<file path="src/rtl/c1541_gcr_pkg.sv">
// Shared types, mark bytes and the GCR quintet decode table for the 1541 read-side decoder.
package c1541_gcr_pkg;

    typedef enum logic [2:0] {HUNT, SYNC, MARK, HDR, DATA} state_t;

    localparam logic [7:0] MARK_HDR   = 8'h08;
    localparam logic [7:0] MARK_DATA  = 8'h07;
    localparam logic [7:0] MAX_SECTOR = 8'd20;

    // Returns {valid, nibble}; invalid codes decode to nibble 0 with valid clear.
    function automatic logic [4:0] gcr_dec5(input logic [4:0] code);
        logic [4:0] r;
        case (code)
            5'b01010: r = 5'h10;
            5'b01011: r = 5'h11;
            5'b10010: r = 5'h12;
            5'b10011: r = 5'h13;
            5'b01110: r = 5'h14;
            5'b01111: r = 5'h15;
            5'b10110: r = 5'h16;
            5'b10111: r = 5'h17;
            5'b01001: r = 5'h18;
            5'b11001: r = 5'h19;
            5'b11010: r = 5'h1A;
            5'b11011: r = 5'h1B;
            5'b01101: r = 5'h1C;
            5'b11101: r = 5'h1D;
            5'b11110: r = 5'h1E;
            5'b10101: r = 5'h1F;
            default:  r = 5'h00;
        endcase
        return r;
    endfunction

endpackage

</file>
<file path="src/rtl/c1541_gcr_deframe.sv">
// Bit-level front end: ones-run SYNC detector, quintet framing and byte-complete strobe.
module c1541_gcr_deframe
    import c1541_gcr_pkg::*;
#(
    parameter int SYNC_BITS = 10
) (
    input  logic       clk,
    input  logic       reset,
    input  logic       ce,
    input  logic       bit_en,
    input  logic       bit_in,
    output logic       sync_n,
    output logic       sync_hit,
    output logic       frame_start,
    output logic       byte_done,
    output logic [7:0] byte_val,
    output logic       byte_err
);

    localparam logic [3:0] SYNC_CNT = 4'(SYNC_BITS);

    logic       ev;
    logic [3:0] ones;
    logic [3:0] ones_next;
    logic [8:0] shreg;
    logic [3:0] bit_cnt;
    logic       framing;
    logic [9:0] word;
    logic [4:0] dec_hi;
    logic [4:0] dec_lo;

    assign ev = ce & bit_en;

    always_comb begin
        ones_next = ones;
        if (!bit_in)
            ones_next = '0;
        else if (ones != 4'hF)
            ones_next = ones + 4'd1;
    end

    // A byte finishing on the same bit that completes a SYNC is dropped.
    assign sync_hit    = ev & (ones_next >= SYNC_CNT);
    assign frame_start = ev & ~bit_in & (ones >= SYNC_CNT);
    assign byte_done   = ev & framing & (bit_cnt == 4'd9) & ~sync_hit;

    assign word     = {shreg, bit_in};
    assign dec_hi   = gcr_dec5(word[9:5]);
    assign dec_lo   = gcr_dec5(word[4:0]);
    assign byte_val = {dec_hi[3:0], dec_lo[3:0]};
    assign byte_err = ~(dec_hi[4] & dec_lo[4]);

    always_ff @(posedge clk or posedge reset) begin
        if (reset) begin
            ones    <= '0;
            sync_n  <= 1'b1;
            shreg   <= '0;
            bit_cnt <= '0;
            framing <= 1'b0;
        end else if (ev) begin
            ones   <= ones_next;
            sync_n <= ~sync_hit;
            shreg  <= {shreg[7:0], bit_in};
            if (sync_hit) begin
                framing <= 1'b0;
                bit_cnt <= '0;
            end else if (frame_start) begin
                framing <= 1'b1;
                bit_cnt <= 4'd1;
            end else if (framing) begin
                bit_cnt <= (bit_cnt == 4'd9) ? 4'd0 : bit_cnt + 4'd1;
            end
        end
    end

endmodule

</file>
<file path="src/rtl/c1541_gcr_dec.sv">
// 1541 GCR read-side decoder: block state machine, header/data checksums and track buffer writes.
module c1541_gcr_dec
    import c1541_gcr_pkg::*;
#(
    parameter int SYNC_BITS = 10,
    parameter int ADDR_W    = 13
) (
    input  logic              clk,
    input  logic              reset,
    input  logic              ce,
    input  logic              bit_en,
    input  logic              bit_in,
    input  logic [5:0]        track,
    output logic              sync_n,
    output logic              hdr_valid,
    output logic              hdr_ok,
    output logic [5:0]        hdr_track,
    output logic [4:0]        hdr_sector,
    output logic [15:0]       hdr_id,
    output logic [ADDR_W-1:0] buf_addr,
    output logic [7:0]        buf_dout,
    output logic              buf_we,
    output logic              sec_done,
    output logic              sec_ok,
    output logic              gcr_err
);

    logic       sync_hit;
    logic       frame_start;
    logic       byte_done;
    logic [7:0] byte_val;
    logic       byte_err;

    state_t     state;
    logic [8:0] idx;
    logic [7:0] acc;
    logic       bad;
    logic [7:0] cks_r;
    logic [7:0] sec_r;
    logic [7:0] trk_r;
    logic [7:0] id2_r;

    c1541_gcr_deframe #(.SYNC_BITS(SYNC_BITS)) u_deframe (
        .clk        (clk),
        .reset      (reset),
        .ce         (ce),
        .bit_en     (bit_en),
        .bit_in     (bit_in),
        .sync_n     (sync_n),
        .sync_hit   (sync_hit),
        .frame_start(frame_start),
        .byte_done  (byte_done),
        .byte_val   (byte_val),
        .byte_err   (byte_err)
    );

    always_ff @(posedge clk or posedge reset) begin
        if (reset) begin
            state      <= HUNT;
            idx        <= '0;
            acc        <= '0;
            bad        <= 1'b0;
            cks_r      <= '0;
            sec_r      <= '0;
            trk_r      <= '0;
            id2_r      <= '0;
            hdr_valid  <= 1'b0;
            hdr_ok     <= 1'b0;
            hdr_track  <= '0;
            hdr_sector <= '0;
            hdr_id     <= '0;
            buf_addr   <= '0;
            buf_dout   <= '0;
            buf_we     <= 1'b0;
            sec_done   <= 1'b0;
            sec_ok     <= 1'b0;
            gcr_err    <= 1'b0;
        end else begin
            hdr_valid <= 1'b0;
            buf_we    <= 1'b0;
            sec_done  <= 1'b0;
            gcr_err   <= 1'b0;
            // SYNC abandons whatever block was in flight.
            if (sync_hit) begin
                state <= SYNC;
            end else if (frame_start) begin
                state <= MARK;
            end else if (byte_done) begin
                if (state == MARK || state == HDR || state == DATA)
                    gcr_err <= byte_err;
                case (state)
                    MARK: begin
                        bad <= byte_err;
                        if (byte_val == MARK_HDR) begin
                            state <= HDR;
                            idx   <= 9'd1;
                        end else if (byte_val == MARK_DATA) begin
                            state <= DATA;
                            idx   <= 9'd0;
                            acc   <= 8'h00;
                        end else begin
                            state <= HUNT;
                        end
                    end
                    HDR: begin
                        bad <= bad | byte_err;
                        idx <= idx + 9'd1;
                        case (idx[2:0])
                            3'd1: cks_r <= byte_val;
                            3'd2: sec_r <= byte_val;
                            3'd3: trk_r <= byte_val;
                            3'd4: id2_r <= byte_val;
                            3'd5: begin
                                hdr_valid  <= 1'b1;
                                hdr_sector <= sec_r[4:0];
                                hdr_track  <= trk_r[5:0];
                                hdr_id     <= {byte_val, id2_r};
                                hdr_ok     <= (cks_r == (sec_r ^ trk_r ^ id2_r ^ byte_val))
                                              && (trk_r[5:0] == track)
                                              && (sec_r <= MAX_SECTOR)
                                              && !bad && !byte_err;
                                state      <= HUNT;
                            end
                            default: ;
                        endcase
                    end
                    DATA: begin
                        if (!idx[8]) begin
                            acc <= acc ^ byte_val;
                            bad <= bad | byte_err;
                            idx <= idx + 9'd1;
                            if (hdr_ok && !bad && !byte_err) begin
                                buf_we   <= 1'b1;
                                buf_addr <= ADDR_W'({hdr_sector, idx[7:0]});
                                buf_dout <= byte_val;
                            end
                        end else begin
                            // One header authorises exactly one data block.
                            sec_done <= 1'b1;
                            sec_ok   <= (acc == byte_val) && !bad && !byte_err && hdr_ok;
                            hdr_ok   <= 1'b0;
                            state    <= HUNT;
                        end
                    end
                    default: ;
                endcase
            end
        end
    end

endmodule

</file>
<file path="config.mk">
export PLATFORM = sky130hd
export DESIGN_NAME = c1541_gcr_dec
export DESIGN_NICKNAME = d
export VERILOG_FILES = /design/src/rtl/c1541_gcr_pkg.sv /design/src/rtl/c1541_gcr_deframe.sv /design/src/rtl/c1541_gcr_dec.sv
export SDC_FILE = /design/constraint.sdc
export NUM_CORES = 1
export LEC_CHECK = 0
export BUFFER_PORTS_ARGS = -buffer_cell sky130_fd_sc_hd__buf_2
export CORE_ASPECT_RATIO = 1.25
export CORE_UTILIZATION = 52
export DETAILED_ROUTE_END_ITERATION = 10
export GPL_TIMING_DRIVEN = 0
export PLACE_DENSITY = 0.84
export SETUP_SLACK_MARGIN = 0.15
export SLEW_MARGIN = 20
export SYNTH_ARGS = -nofsm -noshare
export SYNTH_HDL_FRONTEND = slang
export SYNTH_HIERARCHICAL = 1
export SYNTH_SLANG_ARGS = --single-unit
</file>
<file path="constraint.sdc">
create_clock -name clk -period 5.7 [get_ports clk]
set_clock_uncertainty 0.2 [all_clocks]
set_input_delay 1.425 -clock clk [delete_from_list [all_inputs] [get_ports clk]]
set_output_delay 1.425 -clock clk [all_outputs]
set_load 0.1 [all_outputs]
</file>
==> reports/summary.txt, run 1 <==
htree depth: 4
vias per cell: 5.690
vias in the first global route: 4784
Final Instance Count excl. Fillers: 825
Top FF cell, synth: dfrtp_1
cell-internal power: 1.733 mW
leak pwr: 3.769 nW
f_max: 233.9 MHz
Worst EP required: 5.79 ns
share of post-route cells with drive strength above 1: 29.97%
Setup CP Type: input pin to register
synthesized area per cell: 11.20 µm²
FFs w/ async S/R, synth: 100.0%
Detail Route Antenna Nets: 0
Slew Limit Headroom: 47.12%
worst-margin pin slew: 0.7867 ns
Max-cap violations: 0
post-detail-place hpwl: 9.632 mm
pin count of the biggest net entering global routing: 66
final setup vio count: 0
Netlist Area Pre-Place: 0.006340 mm²
Clock Latency Late Sink: 0.41 ns
cell-by-cell trace of the critical path: buf_2 > and2_1 > buf_2 > nand2_1 > a2111oi_4 > nor3_1 > or3b_1 > clkbuf_1 > nor2_1 > and3_1 > buf_2 > buf_4 > mux2_2
antenna fix cells: 0
CTS clk-pin slew, worst paths: 0.06 ns
chip height: 125.5 µm
Die W: 100.8 µm
CP max stage delay: 0.37 ns
GRT overflow: 0
kind of start point of the critical path: input pin
initial antenna violation count: 0
IO Count: 66
Max VDD drop: 0.1677 mV
Hold Violations, Final: 0
Syn Nets: 595
DRC errors left: 0
Final Core Density: 63.83%
Seq/Total Area, Yosys: 49.75%
Critical-path top delay cell: or3b_1
first-pass GRT wire length: 23.72 mm
WL/cell: 17.21 µm
Post-DP Area: 0.006899 mm²
Net count, final: 680
EDFF count, synth: 0
Syn Inst Count: 566
Netlist cell types: 56
CTS tree: done
final setup TNS: 0 ns
Final Cycle Share: 75.01%
CP Max Fanout: 11
Worst EP arrival: 4.37 ns
flop2flop setup slack: 1.86 ns
vias post-DR: 4694
Tightest Hold Check Type: register to register
min cycle time layout: 4.275 ns
WP buf/inv: 5
site row count: 44
Clock Path Buffers: 2
Pwr Total: 2.374 mW
total wire length: 14.20 mm
cts bufs inserted: 17
endpoint type of the worst setup path: register
Core Box Area: 0.01173 mm²
placed cells: 793
starting DRC count in detailed routing: 268
Die ar.: 0.01264 mm²
RePlAce Congestion: 0.8361
CP delay by family, top: simple AND/OR/NAND/NOR gates
IO Port Bufs: 65
Logic pwr share: 13.8%
hold buffers post-CTS: 0
Sequential Power Share: 41.5%
Area Growth Syn to Fin: 18.06%
Slew Limit Fails: 0
Post-CTS Setup Bufs: 0
cell mode on critical path: buf_2
P_sw: 0.6406 mW
unrepaired setup endpoints after global routing: no
final instance area: 0.007485 mm²
outcome: complete, no violations
router iterations before antenna repair: 5
total track usage: 24.39%
pwr dens: 317.1 mW/mm²
CTS resizes: 0
Initial Utilization: 54.07%
CTS Sinks: 126
Ys Warns: 6
Sw Share: 26.99%
synthesis-stage register bit count: 126
clk root buf: clkbuf_16
clock share of power: 44.7%
==> final cells by class <==
class                           count  area, µm²
Inverter                           22      87.58
Buffer                             30      150.1
Clock inverter                     10      111.4
Tap cell                          161      201.4
Timing Repair Buffer               66      352.8
Sequential cell                   126       3154
Multi-Input combinational cell    388       2953
Fill cell                         859       4242
Clock buffer                       22      474.2
==> cells in the final DEF (no fill, tap or decap), types with 3 or more instances in the layout <==
cell	instances
buf_2	73
a21oi_1	24
clkinvlp_4	3
ha_1	18
dfrtp_1	125
o31ai_1	3
clkbuf_16	17
buf_6	3
a22o_1	4
a211oi_1	4
nor3b_1	3
mux2i_1	4
or3_1	5
clkbuf_8	3
nor2_1	25
inv_1	21
nand2b_1	10
and3_1	5
o21bai_1	3
mux2_2	67
clkinv_2	4
a31oi_1	3
nor3_1	12
nand2_1	37
clkbuf_1	19
xor2_1	16
o21ai_0	48
nand4_1	6
xnor2_1	31
nand3_1	8
or2_2	3
mux2_4	11
nor2b_1	7
==> metrics by stage <==
stage	setup slack [ns]	hold WS, ns
after floorplan	1.258	0.2702
after global placement	0.1277	0.2634
after detailed placement	1.043	0.2714
after CTS	1.464	0.2856
after global routing	1.253	0.3083
final	1.425	0.2863
==> sequential cells by signal, indices dropped and copies added (netlist names), 4 cells and up <==
name / cells
cks_r: 8
u_deframe/ones: 4
hdr_sector: 5
hdr_track: 6
trk_r: 8
sec_r: 8
buf_addr: 13
buf_dout: 8
idx: 9
u_deframe/bit_cnt: 4
hdr_id: 16
u_deframe/shreg: 9
acc: 8
id2_r: 8
==> per-layer routing <==
layer	share of wire (%)	GRT usage [%]
met1	39	27.85
met2	53	42.26
met3	5.4	6.205
met4	2.7	11.42
met5	0	0
==> power by group through the flow <==
stage	clock network [mW]	registers [mW]	logic (mW)
2_1_floorplan	0	0.987	0.240
4_1_cts	1.07	0.984	0.324
3_3_place_gp	0	0.994	0.296
6_report	1.06	0.986	0.326
3_5_place_dp	0	0.999	0.318
5_1_grt	1.11	0.993	0.362
==> cells in the mapped netlist, types with 7 or more instances <==
master / number / area share (%)
nor2b_1: 7 / 0.69
nand2_1: 37 / 2.2
o21ai_0: 48 / 3.8
dfrtp_1: 125 / 49
nor3_1: 12 / 0.95
buf_2: 8 / 0.63
mux2_2: 67 / 12
a21oi_1: 24 / 1.9
xnor2_1: 31 / 4.3
nand2b_1: 10 / 0.99
nor2_1: 25 / 1.5
ha_1: 18 / 3.6
clkbuf_1: 17 / 1.0
nand3_1: 8 / 0.63
inv_1: 22 / 1.3
mux2_4: 11 / 2.6
xor2_1: 16 / 2.2
==> worst register-to-register path, delay by kind of cell, from the launching register on <==
| kind | cells | cell delay (ns) |
|---|---|---|
| and+or+nand+nor | 5 | 1.31 |
| buffers and inverters | 4 | 0.80 |
| DFF | 1 | 0.39 |
| adders and majority gates | 1 | 0.36 |
| muxes | 1 | 0.36 |
| AOI/OAI and AO/OA | 2 | 0.31 |
==> path summary, 6_finish.rpt <==
kind / start / endpoint / depth (start not counted)
setup / recovery: ce / hdr_track[3] / 13
hold / removal: buf_addr[5] / buf_addr[5] / 2
setup reg to reg: u_deframe/ones[0] / hdr_track[3] / 13
hold reg to reg: buf_addr[5] / buf_addr[5] / 2
max in group asynchronous: reset / trk_r[1] / 3
min in group asynchronous: reset / state[2] / 2
==> kinds of logic (layout without fill, tap and decap cells) <==
kind of cell    after synthesis  after routing  synth area share, %
simple gates                138            138                11.58
flops                       126            126                49.75
compound gates              103            103                9.809
mux                          82             82                15.14
buf+inv                      52            150                3.671
xor+xnor                     47             47                6.493
fa+ha+maj                    18             18                3.552
(Power assumes the default switching activity.)
==> run 2: changes to the inputs <==
- clock period: 5.7 -> 4 ns (I/O delays scaled with it)
==> reports/summary.txt, run 2 (synthesized netlist as in run 1, its figures left out) <==
pin count of the biggest net entering global routing: 37 (was 66)
Die ar.: 0.01264 mm² (unchanged)
Critical-path top delay cell: a2111oi_4 (was or3b_1)
Final Cycle Share: 92.63%
worst-margin pin slew: 0.8091 ns (was 0.7867 ns)
final setup vio count: 0 (unchanged)
biggest regs: hdr_id: 16 flops, buf_addr: 13 flops (unchanged)
chip height: 125.5 µm (unchanged)
total wire length: 14.31 mm (was 14.20 mm)
unrepaired setup endpoints after global routing: yes (was no)
Max-cap violations: 0 (unchanged)
CTS tree: done (unchanged)
min cycle time layout: 3.705 ns
cell-by-cell trace of the critical path: inv_1 > ha_1 > nand2_1 > a21oi_2 > a2111oi_4 > nor3_2 > or3b_1 > clkbuf_1 > a21oi_1 > o221ai_1 > clkbuf_1 > mux2_2 (was buf_2 > and2_1 > buf_2 > nand2_1 > a2111oi_4 > nor3_1 > or3b_1 > clkbuf_1 > nor2_1 > and3_1 > buf_2 > buf_4 > mux2_2)
clk root buf: clkbuf_16 (unchanged)
commonest non-fill, non-tap cell in the layout: dfrtp_1 (unchanged)
cell mode on critical path: clkbuf_1 (was buf_2)
CTS Sinks: 126 (unchanged)
IO Count: 66 (unchanged)
Clock Latency Late Sink: 0.42 ns (was 0.41 ns)
RePlAce Congestion: 0.8521 (was 0.8361)
f_max: 269.9 MHz
CP max stage delay: 0.65 ns (was 0.37 ns)
vias post-DR: 4683 (was 4694)
GRT overflow: 0 (unchanged)
Tightest Hold Check Type: register to register (unchanged)
Net count, final: 682 (was 680)
first-pass GRT wire length: 23.65 mm (was 23.72 mm)
leak pwr: 3.776 nW (was 3.769 nW)
endpoint type of the worst setup path: register (unchanged)
Die W: 100.8 µm (unchanged)
Largest register FFs: 16 (unchanged)
kind of start point of the critical path: register (was input pin)
outcome: complete, no violations (unchanged)
Worst EP required: 4.10 ns (was 5.79 ns)
vias per cell: 5.676 (was 5.690)
total track usage: 24.29% (was 24.39%)
worst hold slack: 0.2812 ns (was 0.2863 ns)
cts bufs inserted: 17 (unchanged)
WP buf/inv: 3 (was 5)
Core Box Area: 0.01173 mm² (unchanged)
antenna fix cells: 0 (unchanged)
Hold Violations, Final: 0 (unchanged)
DRC errors left: 0 (unchanged)
Worst EP arrival: 3.81 ns (was 4.37 ns)
final worst slack: 0.2950 ns (was 1.425 ns)
CTS clk-pin slew, worst paths: 0.06 ns (about the same)
IO Port Bufs: 65 (unchanged)
CP delay by family, top: compound AO/OA/AOI/OAI gates (was simple AND/OR/NAND/NOR gates)
worst slack, placed: -0.2264 ns (was 1.043 ns)
flop2flop setup slack: 0.29 ns (was 1.86 ns)
fill cell count: 809 (was 859)
starting DRC count in detailed routing: 331 (was 268)
final setup TNS: 0 ns (unchanged)
site row count: 44 (unchanged)
Slew Limit Headroom: 45.61% (was 47.12%)
P_sw: 0.9003 mW (was 0.6406 mW)
CP Max Fanout: 11 (unchanged)
Clock Path Buffers: 2 (unchanged)
most flop-heavy register: hdr_id (unchanged)
Max VDD drop: 0.2402 mV (was 0.1677 mV)
Detail Route Antenna Nets: 0 (unchanged)
WL/cell: 17.34 µm (was 17.21 µm)
router iterations before antenna repair: 5 (unchanged)
share of post-route cells with drive strength above 1: 30.27% (was 29.97%)
Slew Limit Fails: 0 (unchanged)
Logic pwr share: 14.1% (was 13.8%)
clock share of power: 44.1% (was 44.7%)
cell-internal power: 2.468 mW (was 1.733 mW)
initial antenna violation count: 0 (unchanged)
Pwr Total: 3.368 mW (was 2.374 mW)
htree depth: 4 (unchanged)
post-detail-place hpwl: 9.749 mm (was 9.632 mm)
Setup CP Type: register to register (was input pin to register)
Sequential Power Share: 41.7% (was 41.5%)
Area Growth Syn to Fin: 18.45% (was 18.06%)
vias in the first global route: 4721 (was 4784)
most frequent cells in the layout: dfrtp_1, buf_2, mux2_2, o21ai_0, nand2_1 (unchanged)
pwr dens: 448.5 mW/mm² (was 317.1 mW/mm²)
hold buffers post-CTS: 0 (unchanged)
Sw Share: 26.73% (was 26.99%)
Initial Utilization: 54.07% (unchanged)
==> run 2: metrics by stage <==
step | utilization [%] | cells | area (µm²)
after floorplan | - | 566 | 6344
after global placement | 58.59 | 792 | 6870
after detailed placement | 59.10 | 795 | 6930
after CTS | 63.94 | 825 | 7497
after global routing | 64.04 | 825 | 7510
final | 64.04 | 825 | 7510
==> run 2: power by group through the flow <==
stage,clock network [mW],logic [mW],registers [mW]
final,1.49,0.475,1.41
after global routing,1.55,0.525,1.41
after CTS,1.50,0.467,1.40
after detailed placement,0,0.459,1.42
after global placement,0,0.423,1.42
after floorplan,0,0.343,1.41
==> run 2: layout make-up <==
cell class | instances | area, µm² | share of cell area, %
repair buffers | 68 | 385.4 | 5.132
plain buffers | 30 | 155.1 | 2.066
inverters | 22 | 86.33 | 1.150
multi-input cells | 388 | 2960 | 39.42
flip-flops and latches | 126 | 3154 | 42.00
clock inverters | 6 | 85.08 | 1.133
clock buffers | 24 | 481.7 | 6.415
well taps | 161 | 201.4 | 2.682
==> run 2: timing repair <==
action	CTS	global route
setup endpoints to repair	0	14
gates resized for setup	0	7
buffers inserted	0	0
==> run 2: metal layers <==
layer  wire [µm]  up-vias  global-route usage, %
met4         410        0                  12.70
li1            -     2145                      -
met1        5778     2320                  27.92
met5           0        -                      0
met2        7392      185                  41.74
met3         728       33                  5.534
==> run 2: final timing paths <==
path	to	depth (start not counted)	startpoint
hold / removal	buf_addr[5]	2	buf_addr[5]
setup reg to reg	idx[0]	12	u_deframe/ones[0]
setup / recovery	idx[0]	12	u_deframe/ones[0]
max in group asynchronous	hdr_id[0]	4	reset
hold reg to reg	buf_addr[5]	2	buf_addr[5]
min in group asynchronous	state[2]	2	reset
==> run 2: worst min-delay path, cell delays in order (launching register included) <==
cell and delay (ns):
dfrtp_1 0.34, nand2_1 0.05, o21ai_0 0.06
